File: src/rtl/attendance_marker_if.sv
`default_nettype none
// ============================================================================
// Module      : attendance_marker_if
// Description : Lecture-record handshake bundle between the attendance marker
//               (master) and the downstream attendance register (slave).
//               rec_valid   : lecture record available
//               rec_ready   : downstream accepts the record
//               rec_present : student attended the lecture
//               rec_late    : attendance was late
//               rec_index   : 1-based lecture number of the record
// Revision    : 1.0  initial release
// ============================================================================
interface attendance_marker_if;
    logic       rec_valid;
    logic       rec_ready;
    logic       rec_present;
    logic       rec_late;
    logic [4:0] rec_index;

    modport master (
        output rec_valid,
        output rec_present,
        output rec_late,
        output rec_index,
        input  rec_ready
    );

    modport slave (
        input  rec_valid,
        input  rec_present,
        input  rec_late,
        input  rec_index,
        output rec_ready
    );
endinterface
`default_nettype wire

File: src/rtl/attendance_marker.sv
`default_nettype none
// ============================================================================
// Module      : attendance_marker
// Description : Opens a WINDOW-cycle lecture window on start_lecture, records
//               whether the first scan arrived on time or late, and hands the
//               lecture record downstream over a valid/ready handshake.
//               After MAX_LECT lectures the session is finished.
// Ports       : clk           rising-edge clock
//               clr_n         asynchronous active-low reset
//               start_lecture pulse opening a lecture window
//               scan          pulse, student presence scan
//               rec           record handshake (master side)
//               present_count records sent with rec_present=1
//               late_count    records sent with rec_late=1
//               busy          high while a window is open or a record pending
//               session_done  high once all lectures are delivered
//               err_overlap   sticky: start_lecture seen outside IDLE
// Revision    : 1.0  initial release
// ============================================================================
module attendance_marker #(
    parameter int WINDOW   = 8,
    parameter int LATE     = 4,
    parameter int MAX_LECT = 25
) (
    input  wire logic             clk,
    input  wire logic             clr_n,
    input  wire logic             start_lecture,
    input  wire logic             scan,
    attendance_marker_if.master   rec,
    output logic [4:0]            present_count,
    output logic [4:0]            late_count,
    output logic                  busy,
    output logic                  session_done,
    output logic                  err_overlap
);

    localparam logic [5:0] C_LAST = 6'(WINDOW - 1);
    localparam logic [5:0] C_LATE = 6'(LATE);
    localparam logic [4:0] C_MAX  = 5'(MAX_LECT);

    typedef enum logic [1:0] {
        ST_IDLE = 2'd0,
        ST_OPEN = 2'd1,
        ST_SEND = 2'd2,
        ST_DONE = 2'd3
    } state_t;

    state_t     r_state;
    logic [5:0] r_timer;
    logic       r_valid;
    logic       r_present;
    logic       r_late;
    logic [4:0] r_index;

    assign rec.rec_valid   = r_valid;
    assign rec.rec_present = r_present;
    assign rec.rec_late    = r_late;
    assign rec.rec_index   = r_index;

    always_ff @(posedge clk or negedge clr_n) begin
        if (!clr_n) begin
            r_state       <= ST_IDLE;
            r_timer       <= 6'd0;
            r_valid       <= 1'b0;
            r_present     <= 1'b0;
            r_late        <= 1'b0;
            r_index       <= 5'd1;
            present_count <= 5'd0;
            late_count    <= 5'd0;
            busy          <= 1'b0;
            session_done  <= 1'b0;
            err_overlap   <= 1'b0;
        end else begin
            case (r_state)
                ST_IDLE: begin
                    // A scan coinciding with start_lecture is dropped: the
                    // window only begins sampling in the following cycle.
                    if (start_lecture) begin
                        r_state   <= ST_OPEN;
                        r_timer   <= 6'd0;
                        r_present <= 1'b0;
                        r_late    <= 1'b0;
                        busy      <= 1'b1;
                    end
                end

                ST_OPEN: begin
                    if (start_lecture) begin
                        err_overlap <= 1'b1;
                    end
                    // First scan wins; the present flag blocks later scans.
                    if (scan && !r_present) begin
                        r_present <= 1'b1;
                        r_late    <= (r_timer >= C_LATE);
                    end
                    if (r_timer == C_LAST) begin
                        r_state <= ST_SEND;
                        r_valid <= 1'b1;
                    end else begin
                        r_timer <= r_timer + 6'd1;
                    end
                end

                ST_SEND: begin
                    if (start_lecture) begin
                        err_overlap <= 1'b1;
                    end
                    if (r_valid && rec.rec_ready) begin
                        r_valid <= 1'b0;
                        busy    <= 1'b0;
                        r_timer <= 6'd0;
                        if (r_present) begin
                            present_count <= present_count + 5'd1;
                        end
                        if (r_late) begin
                            late_count <= late_count + 5'd1;
                        end
                        // The last lecture keeps its index so the 5-bit
                        // counter can never wrap past MAX_LECT.
                        if (r_index == C_MAX) begin
                            r_state      <= ST_DONE;
                            session_done <= 1'b1;
                        end else begin
                            r_state <= ST_IDLE;
                            r_index <= r_index + 5'd1;
                        end
                    end
                end

                ST_DONE: begin
                    if (start_lecture) begin
                        err_overlap <= 1'b1;
                    end
                end

                default: begin
                    r_state <= ST_IDLE;
                end
            endcase
        end
    end

endmodule
`default_nettype wire

File: src/flat_wrapper.sv
// flat-port wrapper written by rule: the top's interface ports become plain ports
module attendance_marker_flat 
#(
    parameter int WINDOW   = 8,
    parameter int LATE     = 4,
    parameter int MAX_LECT = 25
)
  (clk, clr_n, start_lecture, scan, present_count, late_count, busy, session_done, err_overlap, rec_rec_valid, rec_rec_present, rec_rec_late, rec_rec_index, rec_rec_ready);
  attendance_marker_if rec_i ();
  input  wire logic clk;
  input  wire logic clr_n;
  input  wire logic start_lecture;
  input  wire logic scan;
  output logic [4:0] present_count;
  output logic [4:0] late_count;
  output logic busy;
  output logic session_done;
  output logic err_overlap;
  output wire logic [$bits(rec_i.rec_valid)-1:0] rec_rec_valid;
  output wire logic [$bits(rec_i.rec_present)-1:0] rec_rec_present;
  output wire logic [$bits(rec_i.rec_late)-1:0] rec_rec_late;
  output wire logic [$bits(rec_i.rec_index)-1:0] rec_rec_index;
  input wire logic [$bits(rec_i.rec_ready)-1:0] rec_rec_ready;
  assign rec_rec_valid = rec_i.rec_valid;
  assign rec_rec_present = rec_i.rec_present;
  assign rec_rec_late = rec_i.rec_late;
  assign rec_rec_index = rec_i.rec_index;
  assign rec_i.rec_ready = rec_rec_ready;
  attendance_marker #(.WINDOW(WINDOW), .LATE(LATE), .MAX_LECT(MAX_LECT)) u_core (.clk(clk), .clr_n(clr_n), .start_lecture(start_lecture), .scan(scan), .rec(rec_i), .present_count(present_count), .late_count(late_count), .busy(busy), .session_done(session_done), .err_overlap(err_overlap));
endmodule
File: config.mk
export PLATFORM = sky130hd
export DESIGN_NAME = attendance_marker_flat
export DESIGN_NICKNAME = d
export VERILOG_FILES = /design/src/rtl/attendance_marker_if.sv /design/src/rtl/attendance_marker.sv /design/src/flat_wrapper.sv
export SDC_FILE = /design/constraint.sdc
export NUM_CORES = 1
export LEC_CHECK = 0
export ABC_AREA = 1
export CAP_MARGIN = 0
export CORE_ASPECT_RATIO = 1.1
export CORE_UTILIZATION = 30
export DETAILED_ROUTE_END_ITERATION = 6
export HOLD_SLACK_MARGIN = 0.02
export PLACE_DENSITY = 0.51
export SYNTH_ARGS = -nofsm -noshare
export SYNTH_HDL_FRONTEND = slang
export SYNTH_SLANG_ARGS = --single-unit
export TNS_END_PERCENT = 100
File: constraint.sdc
create_clock -name clk -period 2 [get_ports clk]
set_clock_uncertainty 0.05 [all_clocks]
set_input_delay 0.4 -clock clk [delete_from_list [all_inputs] [get_ports clk]]
set_output_delay 0.4 -clock clk [all_outputs]
set_load 0.05 [all_outputs]
==> impl_metrics.prom <==
# TYPE chip_impl_metric gauge
chip_impl_info{name="outcome",value="finished with violations"} 1
chip_impl_info{name="failed_checks",value="design-rule violations"} 1
chip_impl_metric{name="final_cell_area",unit="µm²"} 1937
chip_impl_metric{name="drt_iter0_markers",unit=""} 43
chip_impl_metric{name="worst_path_largest_cell_delay",unit="ns"} 0.82
chip_impl_metric{name="antenna_cells_inserted",unit=""} 0
chip_impl_metric{name="ys_ff_latch",unit=""} 29
chip_impl_metric{name="worst_hold_slack",unit="ns"} 0.4172
chip_impl_metric{name="max-cap-violations",unit=""} 0
chip_impl_metric{name="clk_slew_on_worst_s_h_paths",unit="ns"} 0.07
chip_impl_metric{name="skew_pair_late_insertion_delay",unit="ns"} 0.28
chip_impl_metric{name="post-route-drc-count",unit=""} 4
chip_impl_metric{name="std_cell_rows",unit=""} 27
chip_impl_metric{name="finalCriticalPeriod",unit="ns"} 1.936
chip_impl_metric{name="power_leakage",unit="µW"} 0.0009915
chip_impl_info{name="start_kind",value="register"} 1
chip_impl_info{name="critical_path.slowest_cell",value="clkdlybuf4s50_1"} 1
chip_impl_metric{name="core_area",unit="µm²"} 5000
chip_impl_metric{name="share_seq_of_total_power",unit="%"} 36.2
chip_impl_metric{name="timing.final.crit_share",unit="%"} 96.79
chip_impl_metric{name="fin_nets",unit=""} 227
chip_impl_metric{name="maxSlewViolCount",unit=""} 0
chip_impl_metric{name="area_delta_synth_final",unit="%"} 24.74
chip_impl_metric{name="viasPerCell",unit=""} 4.537
chip_impl_metric{name="synth_cell_type_count",unit=""} 23
chip_impl_metric{name="die-height",unit="µm"} 77.46
chip_impl_metric{name="layout-drive-gt1-share",unit="%"} 14.49
chip_impl_info{name="path_class",value="reg -> out"} 1
chip_impl_metric{name="ys.warnings.count",unit=""} 0
chip_impl_metric{name="routedWlPerCell",unit="µm"} 11.08
chip_impl_info{name="hold_start",value="u_core.present_count[4]"} 1
chip_impl_metric{name="worstPathArrival",unit="ns"} 1.49
chip_impl_metric{name="clkSinkCount",unit=""} 29
chip_impl_info{name="rsz0062_at_grt",value="no"} 1
chip_impl_metric{name="switching_power_share_of_the_total",unit="%"} 44.73
chip_impl_metric{name="grt_util_overall",unit="%"} 12.34
chip_impl_metric{name="buffer_ports.inserted",unit=""} 25
chip_impl_metric{name="initial_core_util",unit="%"} 31.06
chip_impl_metric{name="switching_power",unit="µW"} 1025
chip_impl_metric{name="cts_buffers",unit=""} 5
chip_impl_metric{name="drt-total-wl",unit="µm"} 3013
chip_impl_metric{name="top_level_ports",unit=""} 26
chip_impl_metric{name="place.detailed.hpwl",unit="µm"} 2143
chip_impl_metric{name="slew_headroom",unit="%"} 66.63
chip_impl_metric{name="cts.htree.levels",unit=""} 2
chip_impl_metric{name="cp_max_fo",unit=""} 4
chip_impl_metric{name="cellInternalPower",unit="µW"} 1266
chip_impl_metric{name="gp_routability_congestion",unit=""} 0.7548
chip_impl_metric{name="power.share.clock",unit="%"} 21.1
chip_impl_metric{name="synth.avg_cell_area",unit="µm²"} 8.579
chip_impl_metric{name="power_per_cell_area",unit="nW/µm²"} 1183
chip_impl_metric{name="clock.fmax",unit="GHz"} 0.5166
chip_impl_metric{name="fin_tns_setup",unit="ns"} 0
chip_impl_metric{name="required",unit="ns"} 1.55
chip_impl_metric{name="vdd_ir_drop_max",unit="V"} 0.0004021
chip_impl_metric{name="die_area",unit="µm²"} 5468
chip_impl_info{name="cp_cell_sequence",value="clkdlybuf4s50_1"} 1
chip_impl_metric{name="grt_pass1_wl",unit="µm"} 5216
chip_impl_info{name="worst_hold_path_type",value="reg -> reg"} 1
chip_impl_info{name="startpoint",value="u_core.present_count[1]"} 1
chip_impl_metric{name="finalHoldViolCount",unit=""} 0
chip_impl_metric{name="synth.net_count",unit=""} 195
chip_impl_metric{name="max-clock-path-buffers",unit=""} 2
chip_impl_metric{name="antenna_left",unit=""} 0
chip_impl_metric{name="synth_sequential_area_ratio",unit="%"} 46.82
chip_impl_metric{name="overflow",unit=""} 0
chip_impl_info{name="regToRegStartpoint",value="u_core.r_state[0]"} 1
chip_impl_metric{name="dpl_cell_area",unit="µm²"} 1843
chip_impl_metric{name="pwr-share-comb",unit="%"} 42.7
chip_impl_metric{name="setup-violations-final",unit=""} 0
chip_impl_metric{name="synthesis.instances",unit=""} 181
chip_impl_metric{name="netlist_area",unit="µm²"} 1553
chip_impl_metric{name="antenna_found_initial",unit=""} 0
chip_impl_info{name="cts.root.buffer_cell",value="clkbuf_8"} 1
chip_impl_metric{name="grt_start_max_net_pins",unit=""} 30
chip_impl_info{name="tritoncts",value="built"} 1
chip_impl_metric{name="die_w",unit="µm"} 70.60
chip_impl_metric{name="timing_worst_slew_pin_value",unit="ns"} 0.4998
chip_impl_metric{name="vias",unit=""} 1234
chip_impl_metric{name="worstPathBufferInverterCount",unit=""} 1
chip_impl_metric{name="setup_ws",unit="ns"} 0.06414
chip_impl_metric{name="grt_pass1_vias",unit=""} 1180
chip_impl_info{name="timing.critical_path.max_delay_family",value="buffers and inverters"} 1
chip_impl_info{name="end_kind",value="primary output"} 1
chip_impl_metric{name="first_pass_iters",unit=""} 6
chip_impl_metric{name="pre_cts_ws",unit="ns"} 0.2340
[power by group through the flow]
stage / Sequential (µW) / Combinational [µW] / Clock (µW)
final: 830 / 978 / 483
after global routing: 853 / 1090 / 534
after CTS: 835 / 994 / 503
after detailed placement: 846 / 990 / 0
after global placement: 843 / 991 / 0
after floorplan: 1070 / 518 / 0
[synthesized netlist by cell type]
| cell | instances | share of area (%) |
|---|---|---|
| a21oi_1 | 1 | 0.32 |
| buf_6 | 2 | 1.5 |
| o21ai_2 | 1 | 0.56 |
| nor2_1 | 8 | 1.9 |
| buf_2 | 1 | 0.32 |
| dfrtp_1 | 28 | 45 |
| o21ai_0 | 7 | 2.3 |
| nor2_2 | 3 | 1.2 |
| inv_1 | 16 | 3.9 |
| xor2_1 | 3 | 1.7 |
| nand2_2 | 1 | 0.40 |
| inv_2 | 1 | 0.24 |
| dfstp_2 | 1 | 1.7 |
| ha_1 | 9 | 7.3 |
| xnor2_1 | 8 | 4.5 |
| nand2_1 | 53 | 13 |
| o21bai_1 | 4 | 1.9 |
| o21ai_1 | 4 | 1.3 |
| nor4_1 | 1 | 0.40 |
| nand3_1 | 25 | 8.1 |
| nand3_4 | 1 | 1.1 |
| nand4_1 | 2 | 0.81 |
| nor2_4 | 1 | 0.73 |
[metal layers]
metal	vias up	routed length [µm]	track usage [%]	share of wire, %
met5	-	0	0	0
met1	559	1524	15.52	51
met4	0	21	4.800	0.70
met3	2	127	4.286	4.2
li1	646	-	-	-
met2	27	1340	19.42	44
[worst register-to-register path: cells and delay by family, from the launching register on]
family	cells	cell delay, ns
AO/OA/AOI/OAI	1	0.07
adder cells (fa/ha/maj)	1	0.27
buffers and inverters	3	0.35
flip-flops	1	0.39
AND/OR/NAND/NOR	3	0.37
[registers in the layout, summed over array words and instances, names as in the netlist]
name                    flops
u_core.rec.rec_valid        1
u_core.rec.rec_late         1
u_core.r_state              2
u_core.rec.rec_present      1
u_core.r_timer              6
u_core.present_count        5
u_core.err_overlap          1
u_core.session_done         1
u_core.busy                 1
u_core.late_count           5
u_core.rec.rec_index        5
[what timing repair did]
item                       4_1_cts  5_1_grt
gates resized for setup          0        3
buffers inserted                 0        0
hold buffers                     0        0
setup endpoints to repair        0        3
[cells by family (layout without fill, tap and decap cells)]
| group | count (synthesis) | in the layout | synth area share [%] |
|---|---|---|---|
| compound gates | 17 | 17 | 6.366 |
| xor+xnor | 11 | 11 | 6.205 |
| fa+ha+maj | 9 | 9 | 7.252 |
| buf+inv | 20 | 53 | 5.882 |
| flops | 29 | 29 | 46.82 |
| simple gates | 95 | 95 | 27.48 |
[cells in the final DEF (no fill, tap or decap), drive strengths merged, types with 4 or more instances in the layout]
cell           Yosys  routed
o21ai             12      12
dfrtp             28      28
xnor2              8       8
buf                3      14
o21bai             4       4
nand2             54      54
nand3             26      26
nor2              12      12
ha                 9       9
clkbuf             0       5
inv               17      17
clkdlybuf4s50      0      11
[cell type report]
cell class	instances	area [µm²]
Sequential cell	29	726.9
Multi-Input combinational cell	132	734.5
Timing Repair Buffer	28	252.7
Clock buffer	5	68.82
Inverter	17	63.81
Clock inverter	3	17.52
Fill cell	531	3063
Tap cell	58	72.57
[per-stage QoR]
stage               instances  power [µW]  utilization, %
global placement          264        1834           36.86
global route              272        2478           38.74
floorplan                 181        1588               -
detailed placement        264        1836           36.86
finish                    272        2291           38.74
CTS                       272        2332           38.59
[worst paths after layout]
| kind | end | slack (ns) | depth (start not counted) |
|---|---|---|---|
| worst max-delay path | present_count[1] | 0.06 | 1 |
| worst min register to register | u_core.present_count[4] | 0.42 | 1 |
| min in group asynchronous | u_core.rec.rec_index[3] | 0.46 | 2 |
| worst max register to register | u_core.rec.rec_index[1] | 0.37 | 8 |
| max in group asynchronous | u_core.rec.rec_index[0] | 1.12 | 2 |
| worst min-delay path | u_core.present_count[4] | 0.42 | 1 |
Note: power is estimated with default switching activity, not from simulation.
